--- config.mk ---
export PLATFORM = sky130hd
export DESIGN_NAME = pipeline_hazard_ctrl
export DESIGN_NICKNAME = d
export VERILOG_FILES = /design/src/rtl/pipe_ctrl_pkg.sv /design/src/rtl/hazard_mem_wait_fsm.sv /design/src/rtl/pipeline_hazard_ctrl.sv
export SDC_FILE = /design/constraint.sdc
export NUM_CORES = 1
export LEC_CHECK = 0
export ABC_AREA = 1
export CORE_MARGIN = 1
export CORE_UTILIZATION = 49
export DETAILED_ROUTE_END_ITERATION = 8
export HOLD_SLACK_MARGIN = 0.06
export PLACE_DENSITY = 0.84
export REMOVE_ABC_BUFFERS = 1
export SLEW_MARGIN = 10
export SYNTH_ARGS = -nofsm -noshare
export SYNTH_HDL_FRONTEND = slang
export SYNTH_SLANG_ARGS = --single-unit
--- constraint.sdc ---
create_clock -name clk -period 4.2 [get_ports clk]
set_clock_uncertainty 0.1 [all_clocks]
set_input_delay 1.26 -clock clk [delete_from_list [all_inputs] [get_ports clk]]
set_output_delay 1.26 -clock clk [all_outputs]
set_load 0.02 [all_outputs]
--- src/rtl/pipe_ctrl_pkg.sv ---
// pipe_ctrl_pkg: shared state encoding, widths and bubble control values for the pipeline hazard controller
package pipe_ctrl_pkg;
  typedef enum logic [1:0] {
    RUN      = 2'd0,
    MEM_WAIT = 2'd1,
    ERROR    = 2'd2
  } state_t;
  localparam int DEF_REG_W = 5;
  typedef struct packed {
    logic [1:0] wb;
    logic [2:0] mem;
  } bubble_ctrl_t;
  // Control fields a flushed buffer loads so the slot behaves as a no-op
  localparam bubble_ctrl_t BUBBLE_CTRL = '{wb: 2'b00, mem: 3'b000};
endpackage

--- src/rtl/hazard_mem_wait_fsm.sv ---
// hazard_mem_wait_fsm: tracks data-memory wait cycles, timing out into a sticky error state
module hazard_mem_wait_fsm
  import pipe_ctrl_pkg::*;
#(
  parameter int MEM_TIMEOUT = 16
) (
  input  logic   clk,
  input  logic   rst_n,
  input  logic   access,
  input  logic   dmem_ready,
  output state_t state,
  output logic   mwait,
  output logic   error
);
  logic [7:0] cnt;
  assign mwait = access & ~dmem_ready;
  always_ff @(posedge clk)
    if (!rst_n) begin
      state <= RUN;
      cnt   <= '0;
      error <= 1'b0;
    end else
      case (state)
        RUN: if (mwait) begin
          state <= MEM_WAIT;
          cnt   <= 8'd1;
        end
        MEM_WAIT:
          if (!mwait) begin
            state <= RUN;
            cnt   <= '0;
          end else if (cnt == 8'(MEM_TIMEOUT)) begin
            state <= ERROR;
            error <= 1'b1;
          end else
            cnt <= cnt + 8'd1;
        default: state <= ERROR;
      endcase
endmodule

--- src/rtl/pipeline_hazard_ctrl.sv ---
// pipeline_hazard_ctrl: stall/flush/freeze sequencer for the 5-stage pipeline.
// Define HAZARD_PERF_EN to add saturating stall/flush/memwait performance counters.
module pipeline_hazard_ctrl
  import pipe_ctrl_pkg::*;
#(
  parameter int MEM_TIMEOUT = 16,
  parameter int REG_W       = DEF_REG_W
) (
  input  logic             clk,
  input  logic             rst_n,
  input  logic [REG_W-1:0] id_rs,
  input  logic [REG_W-1:0] id_rt,
  input  logic             ex_memread,
  input  logic [REG_W-1:0] ex_rt,
  input  logic             mem_branch,
  input  logic             mem_zero,
  input  logic             mem_memread,
  input  logic             mem_memwrite,
  input  logic             dmem_ready,
  output logic             pc_write,
  output logic             pc_src,
  output logic             if_id_write,
  output logic             if_id_flush,
  output logic             id_ex_flush,
  output logic             ex_mem_flush,
  output logic             freeze,
  output logic             mem_error
`ifdef HAZARD_PERF_EN
  ,
  output logic [31:0]      perf_stall_cnt,
  output logic [31:0]      perf_flush_cnt,
  output logic [31:0]      perf_memwait_cnt
`endif
);
  state_t state;
  logic   mwait, err, hold, br, st, taken, lu;
  hazard_mem_wait_fsm #(.MEM_TIMEOUT(MEM_TIMEOUT)) u_fsm (
    .clk       (clk),
    .rst_n     (rst_n),
    .access    (mem_memread | mem_memwrite),
    .dmem_ready(dmem_ready),
    .state     (state),
    .mwait     (mwait),
    .error     (mem_error)
  );
  assign err   = state == ERROR;
  assign taken = mem_branch & mem_zero;
  assign lu    = ex_memread & (ex_rt != '0) & ((ex_rt == id_rs) | (ex_rt == id_rt));
  // Priority chain: error/wait freeze everything, then branch, then load-use
  assign hold  = err | mwait;
  assign br    = ~hold & taken;
  assign st    = ~hold & ~taken & lu;
  assign pc_write     = rst_n & ~hold & ~st;
  assign pc_src       = rst_n & br;
  assign if_id_write  = rst_n & ~hold & ~st;
  assign if_id_flush  = ~rst_n | br;
  assign id_ex_flush  = ~rst_n | br | st;
  assign ex_mem_flush = ~rst_n | br;
  assign freeze       = ~rst_n | hold;
`ifdef HAZARD_PERF_EN
  always_ff @(posedge clk)
    if (!rst_n) begin
      perf_stall_cnt   <= '0;
      perf_flush_cnt   <= '0;
      perf_memwait_cnt <= '0;
    end else begin
      if (st && !(&perf_stall_cnt)) perf_stall_cnt <= perf_stall_cnt + 32'd1;
      if (br && !(&perf_flush_cnt)) perf_flush_cnt <= perf_flush_cnt + 32'd1;
      if (hold && !(&perf_memwait_cnt)) perf_memwait_cnt <= perf_memwait_cnt + 32'd1;
    end
`endif
endmodule

==> impl_results.md <==
- Max-Cap Viols: 0
- DRC violations left: 0
- Main combinational cell family by area after synthesis: simple AND/OR/NAND/NOR gates
- Non-filler instance count after layout: 217
- Mapped Cells: 157
- Design area: 1320 sq um
- Crit-path slowest cell: clkdlybuf4s50_1
- # rows: 15
- Grt total ovfl: 0
- LEAKAGE: 0.616 nW
- Post-layout util: 74.1%
- Reg2reg path depth: 8
- Worst skew pair latency: 0.27 ns
- Syn Area/Cell: 6.11 sq um
- Buffers & Inverters on Critical Path: 2
- CP delay by family, top: buffers and inverters
- GPL Wtd Cong: 0.865
- CTS root buf: clkbuf_4
- Vias post-DR: 1051
- CP startpoint kind: input pin
- Peak supply drop: 0.173 mV
- Die height: 46.3 um
- Syn-to-layout area delta: 37.7%
- Hold Path Class: register to register
- Register-to-register setup slack: 2.79 ns
- Final Hold Fails: 0
- Largest net degree at the start of global routing: 10
- Routed wire length: 2.38 mm
- Post-synthesis mux area share: 0%
- Total CTS buffers: 3
- Worst Hold End: u_fsm.error
- Min-Delay Path Depth: 2
- Setup CP Type: input pin to primary output
- Period utilization: 96.8%
- DIE AREA: 2140 sq um
- Max frequency: 246 MHz
- RR Startpoint: u_fsm.cnt[1]
- Worst path required time: 2.84 ns
- DRT Pass-1 Iters: 4
- Run status: finished, final reports clean
- Core area: 1780 sq um
- Initial antenna violation count: 0
- First-pass GRT wire length: 3.79 mm
- # setup viols final: 0
- FF+latch count, synth: 11
- Post-Synth Simple-Gate Area: 46.3%
- Compound-cell area share of the yosys netlist: 12.8%
- Most common cell after layout, fill and taps aside: nand2_1
- Antenna cells: 0
- Placed Area: 1300 sq um
- Hold Path Origin: u_fsm.error
- CTS clock-pin slew for the worst setup and hold paths: 0.07 ns
- Nature of the critical path endpoint: primary output
- Htree depth: 1
- Layout Nets: 218
- Post-CTS setup buffer count: 0
- Most frequent cells in the layout: nand2_1 (49), clkdlybuf4s50_1 (23), inv_1 (22), nor2_1 (22), nand3_1 (13)
- Worst setup margin: 0.135 ns
- Share of layout cells above drive strength 1: 10.9%
- CTS tree: done
- Pwr/cell area: 212 nW/um^2
- Adder and majority gate portion of the synthesized area: 2.61%
- Pre-CTS WS: -0.153 ns
- Setup Total Neg Slack: 0 ns
- Vias per cell: 4.84
- CP Data Arrival Time: 2.70 ns
- Crit path time final: 4.06 ns
- CP max stage delay: 0.47 ns
- Slew HR: 82.2%
- RSZ-0062 raised after global routing: false
- Dpl hpwl: 1.98 mm
- CP Max Fanout: 3
- IO Port Bufs: 30
- Die X: 46.3 um
- Slew @ Worst Pin: 0.266 ns
- Vias in the first global route: 919
- Register area share after synthesis: 22.9%
- Starting Density: 53.8%
- Placed Instances: 213
- Initial DRC count: 22
- CTS Sinks: 11
- Worst reg2reg path endpoint: u_fsm.cnt[0]
- Max Slew Vio Count: 0
- Cell variety after synth: 25
- GRT Util Overall: 24.9%
- Number of I/O pins: 31
- Post-Synth XOR/XNOR Area: 3.65%
- CP cell instances: clkdlybuf4s50_1 > nor2_1 > nor2_1 > a21oi_1 > nand2_1 > a21oi_1 > dlygate4sd2_1
- Wire length per cell: 11.0 um
- Cell Area, Synth: 960 sq um
- Ys Warns: 0
- Cts hold-fix bufs: 0
- CTS Buffer Depth: 2
- Antenna-violating nets left: 0
## worst min-delay path, delay by kind of cell (launching register included)
family	cells	cell delay, ns
AO/OA/AOI/OAI	1	0.05
buffers and inverters	1	0.05
flip-flops	1	0.31
## how the worst max path moves through the flow
| stage | end | slack [ns] | from | cells past startpoint |
|---|---|---|---|---|
| finish | if_id_write | 0.14 | mem_memwrite | 7 |
| CTS | freeze | 0.03 | mem_memwrite | 6 |
| floorplan | if_id_write | 0.42 | mem_memwrite | 5 |
| detailed placement | if_id_write | -0.15 | mem_memwrite | 7 |
| global route | if_id_write | 0.009 | mem_memwrite | 7 |
| global placement | pc_write | -0.11 | ex_rt[1] | 7 |
## metrics by stage
stage	hold slack, ns	total power [mW]
5_1_grt	0.388	0.298
3_5_place_dp	0.348	0.213
3_3_place_gp	0.336	0.209
6_report	0.359	0.280
2_1_floorplan	0.362	0.167
4_1_cts	0.359	0.281
## final cells by class
class | count | area [sq um]
well taps | 25 | 31.3
repair buffers | 33 | 319
clock buffers | 4 | 26.3
flip-flops and latches | 11 | 220
fillers | 147 | 462
multi-input cells | 118 | 627
inverters | 26 | 97.6
## registers in the layout, summed over array words and instances, names as in the netlist
name,count
u_fsm.cnt,8
u_fsm.state,2
u_fsm.error,1
## where the power goes
group | total (mW) | internal [mW] | switching [mW] | leakage [nW]
Clock | 0.0726 | 0.0368 | 0.0358 | 0.0150
Sequential | 0.113 | 0.108 | 0.00489 | 0.0895
Combinational | 0.0942 | 0.0449 | 0.0494 | 0.512
Total | 0.280 | 0.190 | 0.0901 | 0.616
## Yosys cell counts
| master | count | share of area (%) |
|---|---|---|
| ha_1 | 2 | 2.6 |
| a21oi_2 | 2 | 1.8 |
| nand4_1 | 2 | 1.3 |
| nor2_1 | 22 | 8.6 |
| nand2_4 | 1 | 1.2 |
| nor3_1 | 1 | 0.52 |
| nor2_4 | 1 | 1.2 |
| dfxtp_1 | 11 | 23 |
| nand2_8 | 2 | 4.2 |
| o21bai_1 | 1 | 0.78 |
| o21ai_4 | 1 | 1.7 |
| o21ai_0 | 3 | 1.6 |
| nor2_2 | 1 | 0.65 |
| nor2_8 | 1 | 2.1 |
| inv_2 | 4 | 1.6 |
| nand2_2 | 1 | 0.65 |
| a21oi_1 | 9 | 4.7 |
| nand2_1 | 49 | 19 |
| o21ai_1 | 1 | 0.52 |
| xor2_1 | 2 | 1.8 |
| nand3_1 | 13 | 6.8 |
| buf_4 | 2 | 1.6 |
| a21oi_4 | 1 | 1.7 |
| inv_1 | 22 | 8.6 |
| xnor2_1 | 2 | 1.8 |
## per-layer routing
layer | track usage (%) | wire length [um]
met1 | 29.0 | 1070
met4 | 10.6 | 44
met5 | 0 | 0
met3 | 5.10 | 167
met2 | 43.4 | 1100
## cell families (layout without fill, tap and decap cells)
kind of cell	Yosys count	count (layout)
DFF	11	11
xor gates and xnor gates	4	4
buffers and inverters	28	63
and+or+nand+nor	94	94
AOI/OAI and AO/OA	18	18
adders and majority gates	2	2
## repair_timing
action / 4_1_cts / 5_1_grt
cloned: 0 / 0
gates resized for setup: 6 / 2
setup endpoints to repair: 6 / 2
Power figures use the tool's default switching activity.
